===== src/rtl/picomem_wb_bridge.sv =====
// picomem_wb_bridge
// PicoMem slave (0xC000_0000 slot) to Wishbone B3 classic master bridge.
// Each PicoMem request becomes exactly one Wishbone cycle; the response is
// returned on a single-cycle mem_s_ready pulse.
// Optional watchdog: define PICOMEM_WB_TIMEOUT_EN to terminate transfers that
// are never acknowledged after TIMEOUT_CYCLES cycles (reported as bus_err).
module picomem_wb_bridge #(
    parameter int unsigned ADDR_WIDTH     = 30,
    parameter int unsigned TIMEOUT_CYCLES = 255,
    parameter logic [31:0] ERR_RDATA      = 32'hFFFF_FFFF
) (
    input  logic                  clk,
    input  logic                  reset,
    input  logic                  mem_s_valid,
    output logic                  mem_s_ready,
    input  logic [31:0]           mem_s_addr,
    input  logic [31:0]           mem_s_wdata,
    input  logic [3:0]            mem_s_wstrb,
    output logic [31:0]           mem_s_rdata,
    output logic                  wb_cyc_o,
    output logic                  wb_stb_o,
    output logic                  wb_we_o,
    output logic [ADDR_WIDTH-1:0] wb_adr_o,
    output logic [3:0]            wb_sel_o,
    output logic [31:0]           wb_dat_o,
    input  logic [31:0]           wb_dat_i,
    input  logic                  wb_ack_i,
    input  logic                  wb_err_i,
    output logic                  bus_err
);

    typedef enum logic [1:0] {
        ST_IDLE,
        ST_BUS,
        ST_RESP
    } state_t;

    state_t state;

    // Byte-offset bits and any address bits above the Wishbone word address
    // are intentionally not forwarded.
    logic unused_ok;
    assign unused_ok = &{1'b0, mem_s_addr, TIMEOUT_CYCLES[0]};

    // Watchdog expiry: counter reaches TIMEOUT_CYCLES-1 while in BUS, so the
    // timeout is taken on edge E(TIMEOUT_CYCLES) after the strobe rose at E0.
    logic wd_expired;
`ifdef PICOMEM_WB_TIMEOUT_EN
    localparam int unsigned        CNT_W    = $clog2(TIMEOUT_CYCLES + 1);
    localparam logic [CNT_W-1:0]   CNT_LAST = CNT_W'(TIMEOUT_CYCLES - 1);
    logic [CNT_W-1:0] wd_cnt;
    assign wd_expired = (wd_cnt == CNT_LAST);
`else
    assign wd_expired = 1'b0;
`endif

    // Bridge FSM: launches the Wishbone cycle, waits for ack/err/timeout,
    // then issues one registered response cycle.
    always_ff @(posedge clk) begin
        if (reset) begin
            state       <= ST_IDLE;
            mem_s_ready <= 1'b0;
            mem_s_rdata <= '0;
            bus_err     <= 1'b0;
            wb_cyc_o    <= 1'b0;
            wb_stb_o    <= 1'b0;
            wb_we_o     <= 1'b0;
            wb_adr_o    <= '0;
            wb_sel_o    <= '0;
            wb_dat_o    <= '0;
`ifdef PICOMEM_WB_TIMEOUT_EN
            wd_cnt      <= '0;
`endif
        end else begin
            case (state)
                ST_IDLE: begin
                    mem_s_ready <= 1'b0;
                    mem_s_rdata <= '0;
                    bus_err     <= 1'b0;
                    if (mem_s_valid) begin
                        wb_adr_o <= mem_s_addr[ADDR_WIDTH+1:2];
                        wb_dat_o <= mem_s_wdata;
                        wb_we_o  <= |mem_s_wstrb;
                        wb_sel_o <= (|mem_s_wstrb) ? mem_s_wstrb : 4'hF;
                        wb_cyc_o <= 1'b1;
                        wb_stb_o <= 1'b1;
`ifdef PICOMEM_WB_TIMEOUT_EN
                        wd_cnt   <= '0;
`endif
                        state    <= ST_BUS;
                    end
                end

                ST_BUS: begin
                    // Error (or timeout) takes priority over a simultaneous ack.
                    if (wb_err_i || wd_expired) begin
                        wb_cyc_o    <= 1'b0;
                        wb_stb_o    <= 1'b0;
                        mem_s_ready <= 1'b1;
                        mem_s_rdata <= ERR_RDATA;
                        bus_err     <= 1'b1;
                        state       <= ST_RESP;
                    end else if (wb_ack_i) begin
                        wb_cyc_o    <= 1'b0;
                        wb_stb_o    <= 1'b0;
                        mem_s_ready <= 1'b1;
                        mem_s_rdata <= wb_we_o ? '0 : wb_dat_i;
                        bus_err     <= 1'b0;
                        state       <= ST_RESP;
                    end else begin
`ifdef PICOMEM_WB_TIMEOUT_EN
                        wd_cnt      <= wd_cnt + CNT_W'(1);
`endif
                    end
                end

                ST_RESP: begin
                    // Request is not re-sampled here: the master still holds
                    // the completed request during this cycle.
                    mem_s_ready <= 1'b0;
                    mem_s_rdata <= '0;
                    bus_err     <= 1'b0;
                    state       <= ST_IDLE;
                end

                default: begin
                    state <= ST_IDLE;
                end
            endcase
        end
    end

endmodule


===== config.mk =====
export PLATFORM = sky130hd
export DESIGN_NAME = picomem_wb_bridge
export DESIGN_NICKNAME = d
export VERILOG_FILES = /design/src/rtl/picomem_wb_bridge.sv
export SDC_FILE = /design/constraint.sdc
export NUM_CORES = 1
export LEC_CHECK = 0
export ABC_AREA = 1
export BUFFER_PORTS_ARGS = -buffer_cell sky130_fd_sc_hd__buf_2
export CAP_MARGIN = 20
export CORE_ASPECT_RATIO = 1.2
export CORE_MARGIN = 1.5
export CORE_UTILIZATION = 41
export CTS_CLUSTER_SIZE = 10
export DETAILED_ROUTE_END_ITERATION = 8
export GPL_ROUTABILITY_DRIVEN = 0
export MAX_ROUTING_LAYER = met4
export PLACE_DENSITY = 0.77
export SYNTH_ARGS = -nofsm -noshare
export SYNTH_HDL_FRONTEND = slang
export SYNTH_SLANG_ARGS = --single-unit

===== constraint.sdc =====
create_clock -name clk -period 1.23 [get_ports clk]
set_clock_uncertainty 0.05 [all_clocks]
set_input_delay 0.246 -clock clk [delete_from_list [all_inputs] [get_ports clk]]
set_output_delay 0.246 -clock clk [all_outputs]
set_load 0.02 [all_outputs]

==> flow_summary.json, run 1 <==
{
  "core_area_um2": 9520,
  "routed_wl_um": 10600,
  "max_stage_delay_ps": 350,
  "root_buffer": "clkbuf_16",
  "grt_usage": 0.206,
  "seq_area_frac_synth": 0.520,
  "layout-drive-gt1-share": 0.395,
  "critPathArrivalTime_ps": 1400,
  "drv_slew": 0,
  "postSynthAreaPerCell_um2": 8.21,
  "vias": 3980,
  "dpl.hpwl_um": 7490,
  "period_share": 0.966,
  "first_global_vias": 3810,
  "p_clk_frac": 0.342,
  "cp-start-kind": "flip-flop",
  "power_density_nw_per_um2": 1460,
  "initial_core_util": 0.420,
  "cts_setup_buffers": 0,
  "via_per_inst": 4.91,
  "critPathRequiredTime_ps": 1440,
  "antenna_found_initial": 0,
  "setup.worst_path.end_class": "flip-flop",
  "yosys.cell_types.count": 24,
  "finalPower_mw": 8.00,
  "reg2reg_from": "state[0]",
  "cts_buffer_depth": 2,
  "worstSetupStartpoint": "state[0]",
  "p_int_mw": 5.74,
  "r2r_cells": 6,
  "io_pins": 208,
  "p_seq_frac": 0.467,
  "worst_pin_slew_ps": 255,
  "grt_setup_unrepaired": "yes",
  "r2r_end": "wb_dat_o[7]",
  "postRouteAntennaNets": 0,
  "htree_num_levels": 3,
  "routedWlPerCell_um": 13.0,
  "ys_top_cells_by_area": "dfxtp_1 (52%), nor2_1 (13%), o21ai_0 (7.9%), a21oi_1 (4.5%), buf_6 (3.9%)",
  "finalNonFillerCells": 811,
  "area_delta_synth_final_pct": 36.9,
  "diodes": 0,
  "grt_first_pass_wirelength_um": 16800,
  "clk_pin_slew_ps": 70,
  "die_height_um": 111,
  "synth.top_cell.area_share": 0.520,
  "rows": 39,
  "yosysTopAreaCell": "dfxtp_1",
  "cts.sinks": 104,
  "slowest_stage": "dfxtp_2",
  "die_area_um2": 10400,
  "maxCapViolations": 0,
  "port_buffers": 205,
  "irDropWorstVdd_uv": 637,
  "clock_latency_ps": 330,
  "p_sw_frac": 0.283,
  "status": "finished clean",
  "power.leakage_nw": 2.71,
  "cts_tree": "yes",
  "relSlewSlack": 0.830,
  "layout.nets": 789,
  "worstPathMaxFanout": 18,
  "drt_first_iter_violations": 185,
  "place_inst": 795,
  "yosys_warnings": 0,
  "period_minus_slack_ps": 1190,
  "min_delay_path_depth": 3,
  "combPwrFrac": 0.191,
  "gr-total-overflow": 0,
  "die_w_um": 93.2,
  "cts_buffers": 9,
  "ys_seq_elements": 104,
  "fmax_mhz": 841,
  "syn-cell-area_um2": 4000,
  "hold_class": "input port to flip-flop",
  "setup_viol": 0,
  "worst-setup-path-type": "flip-flop to flip-flop",
  "crit_chain": "inv_4, nand3_4, inv_4, buf_12, nor2_1, nor2_1",
  "crit_end": "wb_dat_o[7]",
  "drc": 0,
  "reg2reg_slack_ps": 40,
  "synth_fp_nets": 592,
  "grt_max_degree": 46,
  "dr.pass1.iters": 4,
  "power_switching_mw": 2.26,
  "hold_viol_final": 0,
  "netlist_instances": 487
}
[worst max-delay path, delay by kind of cell, from the launching register on]
family / cells / cell delay, ps
buf+inv: 3 / 400
simple gates: 3 / 310
flops: 1 / 350
[stage by stage]
stage | setup WS, ps | hold slack [ps] | util | setup TNS [ps] | cell area (µm²)
4_1_cts | 17.9 | 86.2 | 0.572 | 0 | 5450
2_1_floorplan | 74.7 | 265 | - | 0 | 4000
6_report | 41.3 | 96.5 | 0.576 | 0 | 5480
5_1_grt | -20.4 | 96.9 | 0.576 | -69.5 | 5480
3_3_place_gp | -2.52 | 408 | 0.542 | -2.52 | 5150
3_5_place_dp | 0.996 | 414 | 0.542 | 0 | 5150
[Yosys cell counts]
| library cell | instances |
|---|---|
| nor2_1 | 134 |
| dfxtp_1 | 104 |
| o21ai_0 | 63 |
| a21oi_1 | 36 |
| nand2_1 | 34 |
| nand4_1 | 23 |
| o21ai_2 | 17 |
| buf_6 | 14 |
| clkbuf_1 | 13 |
| nand3_1 | 11 |
| o21ai_1 | 9 |
| buf_2 | 5 |
| buf_1 | 4 |
| buf_4 | 4 |
| inv_1 | 3 |
| inv_2 | 3 |
| nand2_2 | 3 |
| clkinv_4 | 1 |
| inv_4 | 1 |
| nand2_4 | 1 |
| nand3_4 | 1 |
| nor2_2 | 1 |
| nor2_4 | 1 |
| nor2_8 | 1 |
[what timing repair did]
item	CTS	global route
endpoints found under the setup margin	11	57
hold buffers	0	0
gates resized for setup	1	5
cloned	0	1
[flip-flops by register name (all words and copies together), names as in the netlist]
signal / flops
wb_adr_o: 30
mem_s_rdata: 32
wb_dat_o: 32
wb_stb_o: 1
state: 2
wb_sel_o: 4
wb_we_o: 1
bus_err: 1
mem_s_ready: 1
[routing by layer]
layer | part of all wire | track usage | vias to the layer above
met3 | 0.061 | 0.0398 | 24
li1 | - | - | 2010
met2 | 0.49 | 0.349 | 167
met4 | 0.025 | 0.0909 | 0
met5 | 0 | - | -
met1 | 0.42 | 0.232 | 1779
[worst min-delay path by stage]
stage,from,endpoint,slack [ps]
2_1_floorplan,reset,mem_s_rdata[5],270
4_1_cts,mem_s_wdata[13],wb_dat_o[13],90
6_report,mem_s_wdata[14],wb_dat_o[14],100
3_3_place_gp,mem_s_ready,mem_s_ready,410
5_1_grt,mem_s_wdata[13],wb_dat_o[13],100
3_5_place_dp,mem_s_ready,mem_s_ready,410
[layout by cell type (no fill, tap or decap), drive strengths merged]
cell type | synthesis | routed
clkinvlp | 0 | 1
nand3 | 12 | 12
nand4 | 23 | 23
a21oi | 36 | 36
clkinv | 1 | 2
nor2 | 137 | 137
inv | 7 | 8
dfxtp | 104 | 104
nand2 | 38 | 38
o21ai | 89 | 89
buf | 27 | 225
clkbuf | 13 | 13
[power groups by stage]
| stage | logic, mW | clock network [mW] | registers, mW |
|---|---|---|---|
| global placement | 1.48 | 0 | 3.80 |
| CTS | 1.52 | 2.82 | 3.73 |
| global route | 1.68 | 2.94 | 3.76 |
| floorplan | 0.651 | 0 | 4.11 |
| detailed placement | 1.51 | 0 | 3.81 |
| finish | 1.53 | 2.74 | 3.73 |
[cell type report]
class	count	area [µm²]
tap	123	154
clock buffer	12	267
multi-input combinational	335	1600
fill	881	4040
inverter	8	40.0
sequential	104	2080
clock inverter	3	25.0
timing repair buffer	226	1310
[kinds of logic after synthesis]
kind of cell	after synthesis	synth area share
buffers and inverters	48	0.0785
AND/OR/NAND/NOR	210	0.229
AO/OA/AOI/OAI	125	0.172
flip-flops	104	0.520
(Power assumes the default switching activity.)
==> run 2: changes to the inputs <==
Settings changed: CTS_BUF_LIST set to sky130_fd_sc_hd__clkbuf_16.
==> run 2 against run 1 <==
  * Sequential power is essentially flat
  * Flip-flop and latch count is the same
  * Final cell count is the same
  * Total power shrank 2.6%
  * Clock-buffer cell count shrank 3
  * Cell area shrank 0.55%
  * Global-route usage shrank 0.062 points
  * Non-clock buffer count is the same
==> flow_summary.json, run 2 (synthesis results as in run 1) <==
{
  "dr.pass1.iters": 4,
  "area_delta_synth_final_pct": 36.2,
  "clk_pin_slew_ps": 70,
  "htree_num_levels": 3,
  "maxCapViolations": 0,
  "drv_slew": 0,
  "status": "finished clean",
  "power_density_nw_per_um2": 1430,
  "place_inst": 795,
  "rows": 39,
  "final_cell_mix": "buf_2 (205), nor2_1 (134), dfxtp_1 (103), o21ai_0 (60), a21oi_1 (36)",
  "diodes": 0,
  "vias": 3993,
  "hold_viol_final": 0,
  "reg2reg_slack_ps": 40,
  "fill_cells": 885,
  "grt_setup_unrepaired": "yes",
  "die_height_um": 111,
  "r2r_cells": 6,
  "worst_pin_slew_ps": 253,
  "cts_buffers": 9,
  "cts_tree": "yes",
  "worstPathMaxFanout": 18,
  "worst-setup-path-type": "flip-flop to flip-flop",
  "cts_buffer_depth": 2,
  "root_buffer": "clkbuf_16",
  "routed_wl_um": 10500,
  "hp-start": "mem_s_wdata[14]",
  "layout.nets": 789,
  "setup.worst_path.end_class": "flip-flop",
  "hold_end": "wb_dat_o[14]",
  "core_area_um2": 9520,
  "min_delay_path_depth": 3,
  "fmax_mhz": 843,
  "clock_latency_ps": 330,
  "die_area_um2": 10400,
  "finalNonFillerCells": 811,
  "gr-total-overflow": 0,
  "via_per_inst": 4.92,
  "grt_usage": 0.205,
  "max_stage_delay_ps": 350,
  "antenna_found_initial": 0,
  "slowest_stage": "dfxtp_2",
  "grt_first_pass_wirelength_um": 16800,
  "final_common_cell": "buf_2",
  "drc": 0,
  "reg2reg_from": "state[0]",
  "die_w_um": 93.2,
  "critPathArrivalTime_ps": 1390,
  "crit_chain": "inv_4, nand3_4, inv_4, buf_12, nor2_1, nor2_1",
  "dpl.hpwl_um": 7490,
  "period_minus_slack_ps": 1190,
  "cp.depth": 6,
  "port_buffers": 205,
  "routedWlPerCell_um": 13.0,
  "drt_first_iter_violations": 160,
  "first_global_vias": 3821,
  "power.leakage_nw": 2.69,
  "grt_max_degree": 46,
  "whs_ps": 99.6,
  "relSlewSlack": 0.831,
  "io_pins": 208,
  "hold_class": "input port to flip-flop",
  "crit_family": "buffers and inverters",
  "hold_buffers": 0,
  "setup_viol": 0,
  "top_regs": "mem_s_rdata (32), wb_dat_o (32), wb_adr_o (30)",
  "cp-start-kind": "flip-flop",
  "cts_setup_buffers": 0,
  "cts.sinks": 104,
  "initial_core_util": 0.420,
  "critPathRequiredTime_ps": 1440,
  "period_share": 0.964,
  "postRouteAntennaNets": 0,
  "critical_path_buf_inv_count": 3,
  "layout-drive-gt1-share": 0.391,
  "r2r_end": "wb_dat_o[7]",
  "irDropWorstVdd_uv": 628
}
[run 2: power by group]
part           switching (mW)  leakage, nW  internal [mW]
registers               0.117        0.857           3.62
logic                   0.946         1.71          0.583
clock network            1.18        0.124           1.35
total                    2.25         2.69           5.55
[run 2: repair_timing]
item	in CTS	in global routing
setup endpoints to repair	11	57
cloned	0	1
resized for setup	1	5
[run 2: worst max path at each step]
stage	start	to
after floorplan	state[0]	mem_s_rdata[7]
after global routing	state[0]	wb_dat_o[7]
after CTS	state[0]	wb_adr_o[22]
final	state[0]	wb_dat_o[7]
after global placement	state[0]	wb_dat_o[28]
after detailed placement	state[0]	wb_dat_o[7]
[run 2: worst reg2reg max path, delay by kind of cell, from the launching register on]
family,cells,cell delay [ps]
buffers and inverters,3,400
flip-flops,1,350
AND/OR/NAND/NOR,3,320
[run 2: layout make-up]
cell class,count,area [µm²],share of cell area
multi-input combinational,335,1600,0.294
clock buffer,9,225,0.0413
sequential,104,2080,0.382
timing repair buffer,226,1310,0.240
inverter,8,40.0,0.00735
clock inverter,6,36.3,0.00666
tap,123,154,0.0282
[run 2: per-stage QoR]
stage	setup TNS [ps]	power, mW	setup WS [ps]	instance area [µm²]	util
detailed placement	0	5.32	0.996	5150	0.542
global route	-58.4	8.18	-20.4	5450	0.573
finish	0	7.80	44.1	5450	0.573
global placement	-2.52	5.27	-2.52	5150	0.542
CTS	0	7.87	20.2	5420	0.569
floorplan	0	4.76	74.7	4000	-
[run 2: per-layer routing]
metal	wire, µm	GRT usage	up-vias
met3	649	0.0398	23
met5	0	-	-
li1	-	-	2011
met1	4440	0.231	1792
met4	245	0.0909	0
met2	5190	0.348	167
==> run 3: changes to the inputs <==
Settings changed: PLACE_DENSITY 0.77 to 0.75.
==> run 3 against run 2 <==
  * Total power decreased by 0.27%
  * Sequential power is essentially flat
  * Sequential share of layout area about the same
  * Maximum frequency up 1.4%
  * Critical path type unchanged
  * Largest cell class unchanged
  * Largest power group unchanged
==> flow_summary.json, run 3 (synthesis results as in run 1) <==
{
  "r2r_cells": 5,
  "die_area_um2": 10400,
  "routed_wl_um": 10400,
  "place_inst": 794,
  "power_density_nw_per_um2": 1430,
  "cts_buffer_depth": 2,
  "maxCapViolations": 0,
  "dpl.hpwl_um": 7350,
  "die_w_um": 93.2,
  "final_cell_mix": "buf_2 (205), nor2_1 (134), dfxtp_1 (103), o21ai_0 (63), a21oi_1 (36)",
  "final_common_cell": "buf_2",
  "whs_ps": 95.6,
  "setup_viol": 0,
  "cts_buffers": 9,
  "rows": 39,
  "critPathRequiredTime_ps": 1400,
  "die_height_um": 111,
  "gr-total-overflow": 0,
  "worst-setup-path-type": "flip-flop to flip-flop",
  "area_delta_synth_final_pct": 36.1,
  "clk_pin_slew_ps": 70,
  "status": "finished clean",
  "port_buffers": 205,
  "hold_viol_final": 0,
  "cts_setup_buffers": 0,
  "grt_setup_unrepaired": "yes",
  "layout-drive-gt1-share": 0.392,
  "routedWlPerCell_um": 12.8,
  "grt_max_degree": 51,
  "place_area_um2": 5150,
  "io_pins": 208,
  "irDropWorstVdd_uv": 608,
  "fin_area_um2": 5440,
  "postRouteAntennaNets": 0,
  "clock_latency_ps": 330,
  "diodes": 0,
  "setup.worst_path.end_class": "flip-flop",
  "cts.sinks": 104,
  "finalPower_mw": 7.78,
  "antenna_found_initial": 0,
  "dr.pass1.iters": 4,
  "hold_class": "input port to flip-flop",
  "reg2reg_slack_ps": 60,
  "relSlewSlack": 0.757,
  "htree_num_levels": 3,
  "slowest_stage": "dfxtp_1",
  "layout.nets": 788,
  "crit_chain": "inv_2, nand3_4, buf_4, o21ai_0, nor2_1",
  "top_regs": "mem_s_rdata (32), wb_dat_o (32), wb_adr_o (30)",
  "cp-start-kind": "flip-flop",
  "power.leakage_nw": 2.69,
  "dp_slack_ps": -9.00,
  "critical_path_buf_inv_count": 2,
  "via_per_inst": 4.90,
  "first_global_vias": 3660,
  "finalNonFillerCells": 811,
  "drc": 0,
  "critPathArrivalTime_ps": 1340,
  "vias": 3976,
  "period_minus_slack_ps": 1170,
  "drt_first_iter_violations": 195,
  "grt_first_pass_wirelength_um": 16300,
  "fmax_mhz": 855,
  "crit_end": "wb_dat_o[30]",
  "grt_usage": 0.200,
  "worstSetupStartpoint": "state[1]",
  "worst_pin_slew_ps": 364,
  "initial_core_util": 0.420,
  "max_stage_delay_ps": 330,
  "cp.depth": 5,
  "crit_family": "flip-flops",
  "fin_setup_tns_ps": 0,
  "cts_tree": "yes",
  "core_area_um2": 9520,
  "root_buffer": "clkbuf_16",
  "r2r_end": "wb_dat_o[30]",
  "setup_slack_ps": 60.6,
  "worstPathMaxFanout": 20,
  "drv_slew": 0,
  "fin_util": 0.572,
  "hold_buffers": 0,
  "period_share": 0.951,
  "reg2reg_from": "state[1]"
}
==> run 3: final cells by class <==
type,instances,area [µm²]
sequential,104,2080
multi-input combinational,335,1600
clock inverter,7,38.8
clock buffer,9,225
fill,894,4070
timing repair buffer,225,1300
inverter,8,40.0
tap,123,154
==> run 3: worst min-delay path by stage <==
stage,startpoint,end,slack [ps],cells after the start
2_1_floorplan,reset,mem_s_rdata[5],270,1
4_1_cts,mem_s_wdata[14],wb_dat_o[14],80,3
6_report,mem_s_wdata[14],wb_dat_o[14],100,3
5_1_grt,mem_s_wdata[14],wb_dat_o[14],80,3
3_3_place_gp,mem_s_ready,mem_s_ready,410,2
3_5_place_dp,mem_s_ready,mem_s_ready,410,2
==> run 3: per-layer routing <==
metal  track usage  vias up  routed length (µm)
met3        0.0569       23                 902
met1         0.220     1766                4150
li1              -     2009                   -
met4        0.0889        0                 239
met5             -        -                   0
met2         0.334      178                5120
==> run 3: worst reg2reg max path, stage by stage (launching register included) <==
cell     delay [ps]
dfxtp_1         330
inv_2            90
nand3_4         100
buf_4           220
o21ai_0         210
nor2_1           60
==> run 3: what timing repair did <==
action	in CTS	in global routing
cloned	0	1
setup endpoints to repair	4	31
resized for setup	1	2
==> run 3: where the power goes <==
group / switching (mW) / internal, mW / total (mW)
sequential: 0.116 / 3.62 / 3.73
clock: 1.17 / 1.35 / 2.53
combinational: 0.940 / 0.577 / 1.52
total: 2.23 / 5.55 / 7.78
